### config.mk
export PLATFORM = sky130hd
export DESIGN_NAME = spi_ram_arbiter
export DESIGN_NICKNAME = d
export VERILOG_FILES = /design/src/rtl/spi_ram_arbiter.sv
export SDC_FILE = /design/constraint.sdc
export NUM_CORES = 1
export LEC_CHECK = 0
export BUFFER_PORTS_ARGS = -buffer_cell sky130_fd_sc_hd__buf_2
export CAP_MARGIN = 10
export CORE_MARGIN = 2
export CORE_UTILIZATION = 40
export DETAILED_ROUTE_END_ITERATION = 10
export PLACE_DENSITY = 0.77
export SLEW_MARGIN = 30
export SYNTH_ARGS = -nofsm -noshare
export SYNTH_HDL_FRONTEND = slang
export SYNTH_SLANG_ARGS = --single-unit
### constraint.sdc
create_clock -name clk -period 2.4 [get_ports clk]
set_input_delay 0.36 -clock clk [delete_from_list [all_inputs] [get_ports clk]]
set_output_delay 0.36 -clock clk [all_outputs]
set_load 0.1 [all_outputs]
### src/rtl/spi_ram_arbiter.sv
// Arbiter sharing one synchronous RAM port between the CPU and the SPI loader.
// Define SPI_ARB_STARVE_GUARD_EN to stop the CPU from starving SPI while loading=0.
module spi_ram_arbiter #(
    parameter int ADDR_WIDTH   = 16,
    parameter int STARVE_LIMIT = 4
) (
    input  logic                  clk,
    input  logic                  n_reset,
    input  logic                  loading,
    input  logic                  cpu_req,
    input  logic                  cpu_we,
    input  logic [ADDR_WIDTH-1:0] cpu_addr,
    input  logic [7:0]            cpu_wdata,
    output logic                  cpu_ack,
    output logic [7:0]            cpu_rdata,
    input  logic                  spi_req,
    input  logic                  spi_we,
    input  logic [ADDR_WIDTH-1:0] spi_addr,
    input  logic [7:0]            spi_wdata,
    output logic                  spi_ack,
    output logic [7:0]            spi_rdata,
    output logic                  ram_we,
    output logic [ADDR_WIDTH-1:0] ram_addr,
    output logic [7:0]            ram_din,
    input  logic [7:0]            ram_dout,
    output logic                  cpu_wait_n
);

    // state     | meaning
    // IDLE      | arbitrate between pending requests
    // CPU_ISSUE | CPU operands on the RAM port
    // CPU_ACK   | CPU read data valid, cpu_ack high
    // SPI_ISSUE | SPI operands on the RAM port
    // SPI_ACK   | SPI read data valid, spi_ack high
    typedef enum logic [2:0] {
        IDLE,
        CPU_ISSUE,
        CPU_ACK,
        SPI_ISSUE,
        SPI_ACK
    } state_t;

    state_t state;
    logic   cpu_ok;
    logic   spi_win;
    logic   cpu_win;
    logic   starve_hit;

    assign cpu_ok = cpu_req && !loading;

`ifdef SPI_ARB_STARVE_GUARD_EN
    localparam int CNT_W = $clog2(STARVE_LIMIT + 1);
    logic [CNT_W-1:0] starve_cnt;

    assign starve_hit = (starve_cnt == CNT_W'(STARVE_LIMIT));

    // Counts CPU grants that passed over a waiting SPI request.
    always_ff @(posedge clk or negedge n_reset) begin
        if (!n_reset) begin
            starve_cnt <= '0;
        end else if (state == IDLE) begin
            if (spi_win || !spi_req) begin
                starve_cnt <= '0;
            end else if (cpu_win && !starve_hit) begin
                starve_cnt <= starve_cnt + CNT_W'(1);
            end
        end
    end
`else
    logic unused_starve_limit;
    assign unused_starve_limit = (STARVE_LIMIT == 0);
    assign starve_hit          = 1'b0;
`endif

    assign spi_win = spi_req && (loading || starve_hit || !cpu_ok);
    assign cpu_win = cpu_ok && !spi_win;

    always_ff @(posedge clk or negedge n_reset) begin
        if (!n_reset) begin
            state    <= IDLE;
            ram_we   <= 1'b0;
            ram_addr <= '0;
            ram_din  <= '0;
            cpu_ack  <= 1'b0;
            spi_ack  <= 1'b0;
        end else begin
            ram_we  <= 1'b0;
            cpu_ack <= 1'b0;
            spi_ack <= 1'b0;
            case (state)
                IDLE: begin
                    if (spi_win) begin
                        state    <= SPI_ISSUE;
                        ram_we   <= spi_we;
                        ram_addr <= spi_addr;
                        ram_din  <= spi_wdata;
                    end else if (cpu_win) begin
                        state    <= CPU_ISSUE;
                        ram_we   <= cpu_we;
                        ram_addr <= cpu_addr;
                        ram_din  <= cpu_wdata;
                    end
                end
                CPU_ISSUE: begin
                    state   <= CPU_ACK;
                    cpu_ack <= 1'b1;
                end
                CPU_ACK:   state <= IDLE;
                SPI_ISSUE: begin
                    state   <= SPI_ACK;
                    spi_ack <= 1'b1;
                end
                SPI_ACK:   state <= IDLE;
                default:   state <= IDLE;
            endcase
        end
    end

    // RAM output is only meaningful while the matching ack is high.
    assign cpu_rdata = ram_dout;
    assign spi_rdata = ram_dout;

    assign cpu_wait_n = !(loading ||
                          (cpu_req && (state == IDLE || state == CPU_ISSUE ||
                                       state == SPI_ISSUE || state == SPI_ACK)));

endmodule

==> impl_metrics.yaml, run 1 <==
sta:
  tns_ns: 0
  slew_headroom_pct: 55.7
  fin_crit_ns: 1.80
  hold_viol_final: 0
  final-setup-viol-count: 0
  tightest_slew_ns: 0.663
  worst_slack_ns: 0.595
  slew_viol_final: 0
  rsz0062_at_grt: "no"
  fmax_ghz: 0.554
  skew_ns: 0.00396
  period_share_pct: 75.2
synth:
  synth_seq_cells: 30
  ys_top_cells_by_count: "dfrtp_1 (30), a31oi_1 (24), and3b_1 (24), o2bb2ai_1 (23), buf_4 (16)"
  syn_nets: 212
  ys_types: 22
  yosys.area.top_type_share_pct: 46.0
  synth_flop_cell: "dfrtp_1"
  synth.avg_cell_area_sq_um: 10.9
  synthArstFlopShare_pct: 100
  yosysTopAreaCell: "dfrtp_1"
  ys_top_cells_by_area: "dfrtp_1 (46%), and3b_1 (13%), o2bb2ai_1 (12%), a31oi_1 (9.2%), buf_4 (7.4%)"
  netlist_area_sq_um: 1630
  yosysWarnings: 0
  yosysMostFrequentCell: "dfrtp_1"
  ys_seq_area_share_pct: 46.0
  synth_edf_count: 0
  netlist_instances: 149
placement:
  gp_congestion: 0.718
  dp_worst_setup_slack_ns: 0.727
  port_buffers: 82
  hpwlAfterDp_mm: 2.83
cells_and_area:
  syn_to_final_growth_pct: 24.2
  drive_gt1_share_pct: 45.3
  final.fill_count: 369
  antenna_cells: 0
  nets: 274
worst_setup_path:
  crit_arrival_ns: 1.44
  cp.required_ns: 2.04
  reg2reg_from: "state[2]"
  reg2reg_depth: 3
  endpoint_kind: "primary output"
  r2r_slack_ns: 0.88
  r2r-end: "ram_din[6]"
  setup.worst_path.class: "reg2out"
  critPathLaunchType: "flop"
  worst-path-max-fanout: 5
floorplanning:
  die_width_um: 67.8
  dieArea_sq_um: 4600
  start_util_pct: 41.1
  ios: 107
  die_h_um: 67.8
  num_rows: 23
  placeableCoreArea_sq_um: 3970
global_routing:
  grt_usage_pct: 18.5
  antenna_found_initial: 0
  grt_pass1_wl_mm: 6.16
  overflow: 0
  grt_max_degree: 31
  grt_pass1_vias: 1321
clock_network:
  clkTransAtPathRegs_ns: 0.07
  cts_root_buf: "clkbuf_8"
  cts.sinks: 30
  cts_tree: "built"
  cts_resized: 0
  clk_path_buf_depth: 2
  numCtsBuffers: 5
  postCtsSetupBuffers: 0
  h-tree-depth: 2
  cts_hold_buf: 0
  clock_latency_ns: 0.29
routing:
  postRouteAntennaNets: 0
  vias: 1394
  drc: 0
  viasPerCell: 5.32
  dr.pass1.iters: 4
  initialDrtViolationCount: 40
  drt-total-wl_mm: 4.02
  wl_per_cell_um: 15.3
worst_hold_path:
  hold_path_class: "in2async"
outcome:
  status: "finished clean"
job:
  cap_viol_max_count: 0
==> metal layers <==
layer  GRT usage [%]  vias to the layer above  part of all wire [%]
met2            29.3                       57                    45
met5               0                        -                     0
li1                -                      674                     -
met1            23.2                      649                    45
met3            3.95                       14                   7.2
met4            11.3                        0                   2.6
==> worst max-delay path by stage <==
stage	startpoint	to	slack, ns
3_3_place_gp	cpu_req	cpu_wait_n	0.78
3_5_place_dp	cpu_req	cpu_wait_n	0.73
4_1_cts	state[0]	cpu_wait_n	0.58
2_1_floorplan	state[0]	cpu_wait_n	0.03
6_report	state[0]	cpu_wait_n	0.60
5_1_grt	state[0]	cpu_wait_n	0.53
==> state kept, by name (all words and copies together), names as in the netlist <==
signal / count
ram_addr: 16
ram_din: 8
state: 3
cpu_ack: 1
ram_we: 1
spi_ack: 1
==> final cells by class <==
type / count / area [sq um] / area share (%)
Clock buffer: 6 / 82.6 / 4.08
Clock inverter: 2 / 12.5 / 0.618
Multi-Input combinational cell: 87 / 672 / 33.2
Timing Repair Buffer: 86 / 440 / 21.8
Tap cell: 50 / 62.6 / 3.09
Inverter: 1 / 3.75 / 0.185
Sequential cell: 30 / 751 / 37.1
==> through the flow <==
stage | utilization, % | area [sq um] | instances | hold WS (ns)
5_1_grt | 51.0 | 2020 | 262 | 0.157
3_3_place_gp | 48.6 | 1930 | 254 | 0.425
3_5_place_dp | 48.6 | 1930 | 254 | 0.435
6_report | 51.0 | 2020 | 262 | 0.0965
2_1_floorplan | - | 1630 | 149 | 0.0644
4_1_cts | 51.0 | 2020 | 262 | 0.118
==> cells by family (layout without fill, tap and decap cells) <==
| family | count (synthesis) | in the layout | synth area share, % |
|---|---|---|---|
| compound gates | 52 | 52 | 24.6 |
| buf+inv | 32 | 95 | 12.7 |
| flops | 30 | 30 | 46.0 |
| mux | 1 | 1 | 0.614 |
| simple gates | 34 | 34 | 16.0 |
==> cell usage in the layout (no fill, tap or decap) <==
cell type   Yosys  routed
a21oi_1         3       3
a31oi_1        24      24
and3b_1        24      24
buf_2           4      82
buf_4          16       4
clkbuf_8        0       6
clkinv_2        0       1
clkinvlp_4      0       1
dfrtp_1        30      30
inv_1           1       1
mux2i_1         1       1
nand2_1         2       2
nand2b_1        1       1
nand3_1         1       1
nor2_1          2       2
nor2b_1         1       1
nor3_1          1       1
nor3b_1         1       1
o21bai_4        1       1
o2bb2ai_1      23      23
o2bb2ai_2       1       1
or3_1           1       1
==> worst max-delay path, cell delays in order (launching register included) <==
cell and delay [ns]:
dfrtp_1 0.41, mux2i_1 0.13, a21oi_1 0.16, buf_2 0.45
Power of run 1 is left out: the tool's default activity adds up to more than one toggle a clock period on the data nets, which glitch-free logic cannot reach.
==> run 2, diff against run 1 <==
clock period = 1.75 ns   (was 2.4 ns; I/O delays follow)
==> run 2 against run 1 <==
Net effect:
- via count rose by 2.5%
- clock-buffer cell count unchanged
- core utilization up 0.85 points
- routed wire length grew 2.6%
- first-iteration DRC count grew 75%
- cell count grew 0.76%
- hold slack worse by 0.087 ns
- register-to-register slack worse by 0.61 ns
- critical path type unchanged
- critical endpoint unchanged
- largest cell class unchanged
==> impl_metrics.yaml, run 2 (synthesized netlist as in run 1, its figures left out) <==
outcome:
  status: "finished clean"
routing:
  viasPerCell: 5.41
  wl_per_cell_um: 15.6
  drt-total-wl_mm: 4.12
  vias: 1429
  initialDrtViolationCount: 70
  postRouteAntennaNets: 0
  dr.pass1.iters: 4
  drc: 0
sta:
  hold_viol_final: 0
  final-setup-viol-count: 0
  skew_ns: 0.00661
  worst_slack_ns: 0.240
  fmax_ghz: 0.662
  slew_viol_final: 0
  fin_crit_ns: 1.51
  slew_headroom_pct: 56.6
  rsz0062_at_grt: "no"
  tns_ns: 0
  tightest_slew_ns: 0.651
  period_share_pct: 86.3
clock_network:
  clkTransAtPathRegs_ns: 0.07
  clock_latency_ns: 0.28
  h-tree-depth: 2
  cts_hold_buf: 0
  numCtsBuffers: 5
  clk_path_buf_depth: 2
  cts_resized: 0
  postCtsSetupBuffers: 0
  cts_root_buf: "clkbuf_8"
  cts_tree: "built"
  cts.sinks: 30
cells_and_area:
  final_util_pct: 51.8
  final.fill_count: 374
  final_common_cell: "buf_2"
  largest_reg_flops: 16
  reg.largest.list: "ram_addr: 16 flops, ram_din: 8 flops, state: 3 flops"
  antenna_cells: 0
  drive_gt1_share_pct: 46.3
  nets: 276
  regMostFlops: "ram_addr"
  final_cell_mix: "buf_2 (81), dfrtp_1 (30), and3b_1 (24), a31oi_1 (24), o2bb2ai_1 (23)"
  syn_to_final_growth_pct: 26.2
floorplanning:
  placeableCoreArea_sq_um: 3970
  start_util_pct: 41.1
  num_rows: 23
  die_width_um: 67.8
  die_h_um: 67.8
  ios: 107
  dieArea_sq_um: 4600
global_routing:
  grt_pass1_wl_mm: 6.15
  grt_pass1_vias: 1329
  overflow: 0
  antenna_found_initial: 0
  grt_usage_pct: 18.5
  grt_max_degree: 31
worst_setup_path:
  endpoint_kind: "primary output"
  crit_chain: "mux2i_1, a21oi_2, buf_12"
  r2r-end: "ram_din[0]"
  worst-path-max-fanout: 5
  cp_slowest_stage_delay_ns: 0.42
  reg2reg_from: "state[2]"
  setup.worst_path.class: "reg2out"
  crit_arrival_ns: 1.25
  reg2reg_depth: 3
  crit_end: "cpu_wait_n"
  critPathLaunch: "state[0]"
  critPathSlowestCell: "dfrtp_1"
  cp.required_ns: 1.49
  critPathLaunchType: "flop"
  r2r_slack_ns: 0.27
job:
  cap_viol_max_count: 0
placement:
  dp_worst_setup_slack_ns: 0.254
  port_buffers: 82
  gp_congestion: 0.702
  hpwlAfterDp_mm: 2.87
worst_hold_path:
  hold_path_class: "in2async"
-- run 2: worst max-delay path: cells and delay by family (launching register included) --
family / cells / cell delay, ns
mux: 1 / 0.15
compound gates: 1 / 0.19
flops: 1 / 0.42
buf+inv: 1 / 0.19
-- run 2: layer usage --
layer | vias to the layer above | track usage (%) | share of wire (%)
met5 | - | 0 | 0
met4 | 0 | 8.75 | 1.2
met3 | 7 | 4.44 | 6.7
met2 | 62 | 29.7 | 48
met1 | 682 | 23.5 | 44
li1 | 678 | - | -
-- run 2: stage by stage --
step	instances	cell area, sq um	hold slack (ns)
2_1_floorplan	149	1630	-0.0331
3_3_place_gp	256	1960	0.319
3_5_place_dp	256	1960	0.332
4_1_cts	264	2060	0.0250
5_1_grt	264	2060	0.0575
6_report	264	2060	0.00908
-- run 2: how the worst min path moves through the flow --
stage | from | endpoint | cells after the start
floorplan | n_reset | cpu_ack | 0
global placement | n_reset | spi_ack | 1
detailed placement | n_reset | ram_addr[2] | 1
CTS | n_reset | ram_addr[6] | 1
global route | n_reset | ram_addr[6] | 1
finish | n_reset | ram_addr[2] | 1
-- run 2: cell type report --
class / count / area, sq um / share of cell area, %
clock buffers: 6 / 82.6 / 4.01
clock inverters: 2 / 12.5 / 0.608
well taps: 50 / 62.6 / 3.04
inverters: 1 / 3.75 / 0.182
repair buffers: 88 / 470 / 22.9
multi-input cells: 87 / 676 / 32.8
flip-flops and latches: 30 / 751 / 36.5
Power of run 2 is left out for the same reason.
==> run 3, diff against run 2 <==
CORE_ASPECT_RATIO = 1.2   (was unset)
==> run 3 against run 2 <==
Net effect:
- register-to-register slack hardly changed
- clock skew is 0.0041 ns lower
- cell count is 1.5% higher
- first-iteration DRC count is 77% lower
- fmax is 0.37% higher
- sequential share of layout area is 0.35 points lower
- flip-flop and latch count stayed put
- non-clock buffer count stayed put
- die area hardly changed
==> impl_metrics.yaml, run 3 (synthesized netlist as in run 1, its figures left out) <==
cells_and_area:
  multiInputGateArea_sq_um: 676
  regMostFlops: "ram_addr"
  largest_reg_flops: 16
  final_common_cell: "buf_2"
  antenna_cells: 0
  drive_gt1_share_pct: 46.3
  reg.largest.list: "ram_addr: 16 flops, ram_din: 8 flops, state: 3 flops"
  stdcell_count: 268
  final.fill_count: 371
  syn_to_final_growth_pct: 27.5
  nets: 276
  seq_area_sq_um: 751
  final_util_pct: 52.7
  final_cell_mix: "buf_2 (81), dfrtp_1 (30), and3b_1 (24), a31oi_1 (24), o2bb2ai_1 (23)"
clock_network:
  cts_tree: "built"
  clock_latency_ns: 0.27
  cts.sinks: 30
  cts_root_buf: "clkbuf_8"
  clk_path_buf_depth: 2
  h-tree-depth: 2
  cts_resized: 0
  clkTransAtPathRegs_ns: 0.06
  cts_hold_buf: 0
  postCtsSetupBuffers: 0
  numCtsBuffers: 5
floorplanning:
  die_h_um: 73.9
  start_util_pct: 41.4
  placeableCoreArea_sq_um: 3940
  dieArea_sq_um: 4600
  ios: 107
  die_width_um: 62.3
  num_rows: 25
worst_setup_path:
  endpoint_kind: "primary output"
  critPathSlowestCell: "dfrtp_1"
  crit_arrival_ns: 1.24
  cp_slowest_stage_delay_ns: 0.42
  critPathLaunchType: "flop"
  crit_chain: "mux2i_1, a21oi_2, buf_12"
  setup.worst_path.class: "reg2out"
  crit_family: "flip-flops"
  cp.required_ns: 1.49
  worst-path-max-fanout: 5
  critPathBufInv: 1
sta:
  period_share_pct: 86.0
  hold_viol_final: 0
  worst_slack_ns: 0.245
  tightest_slew_ns: 0.659
  slew_headroom_pct: 56.1
  fmax_ghz: 0.665
  slew_viol_final: 0
  fin_crit_ns: 1.50
  final-setup-viol-count: 0
  tns_ns: 0
  rsz0062_at_grt: "no"
  skew_ns: 0.00248
placement:
  hpwlAfterDp_mm: 2.92
  dp_cells: 260
  dp_worst_setup_slack_ns: 0.264
  gp_congestion: 0.729
  port_buffers: 82
routing:
  dr.pass1.iters: 4
  drc: 0
  viasPerCell: 5.25
  initialDrtViolationCount: 16
  drt-total-wl_mm: 3.98
  postRouteAntennaNets: 0
  vias: 1406
  wl_per_cell_um: 14.9
job:
  cap_viol_max_count: 0
global_routing:
  grt_usage_pct: 18.5
  grt_pass1_vias: 1484
  grt_pass1_wl_mm: 6.62
  grt_max_degree: 31
  antenna_found_initial: 0
  overflow: 0
outcome:
  status: "finished clean"
worst_hold_path:
  hold_path_class: "in2async"
[run 3: worst paths after layout]
| check | start | to | slack (ns) | cells past startpoint |
|---|---|---|---|---|
| max | state[0] | cpu_wait_n | 0.25 | 3 |
| min | n_reset | ram_addr[5] | 0.02 | 1 |
| max reg2reg | state[2] | ram_addr[3] | 0.27 | 3 |
| min reg2reg | ram_addr[0] | ram_addr[0] | 0.48 | 1 |
| max in group asynchronous | n_reset | ram_din[4] | 1.31 | 1 |
| min in group clk | cpu_we | ram_we | 0.23 | 3 |
[run 3: stage by stage]
stage                     hold WS (ns)  instance area [sq um]
after floorplan                -0.0331                   1630
after global placement           0.320                   1970
after detailed placement         0.329                   1970
after CTS                       0.0304                   2080
after global routing            0.0660                   2080
final                           0.0163                   2080
[run 3: cell type report]
class,count,area share [%]
inverters,1,0.181
clock buffers,8,5.30
well taps,54,3.25
repair buffers,88,22.6
multi-input cells,87,32.5
flip-flops and latches,30,36.1
[run 3: metal layers]
metal / vias up / GRT usage [%] / wire length [um]
li1: 677 / - / -
met1: 657 / 18.6 / 1670
met2: 61 / 36.7 / 1980
met3: 11 / 5.30 / 274
met4: 0 / 6.67 / 59
met5: - / 0 / 0
Power of run 3 is left out for the same reason.
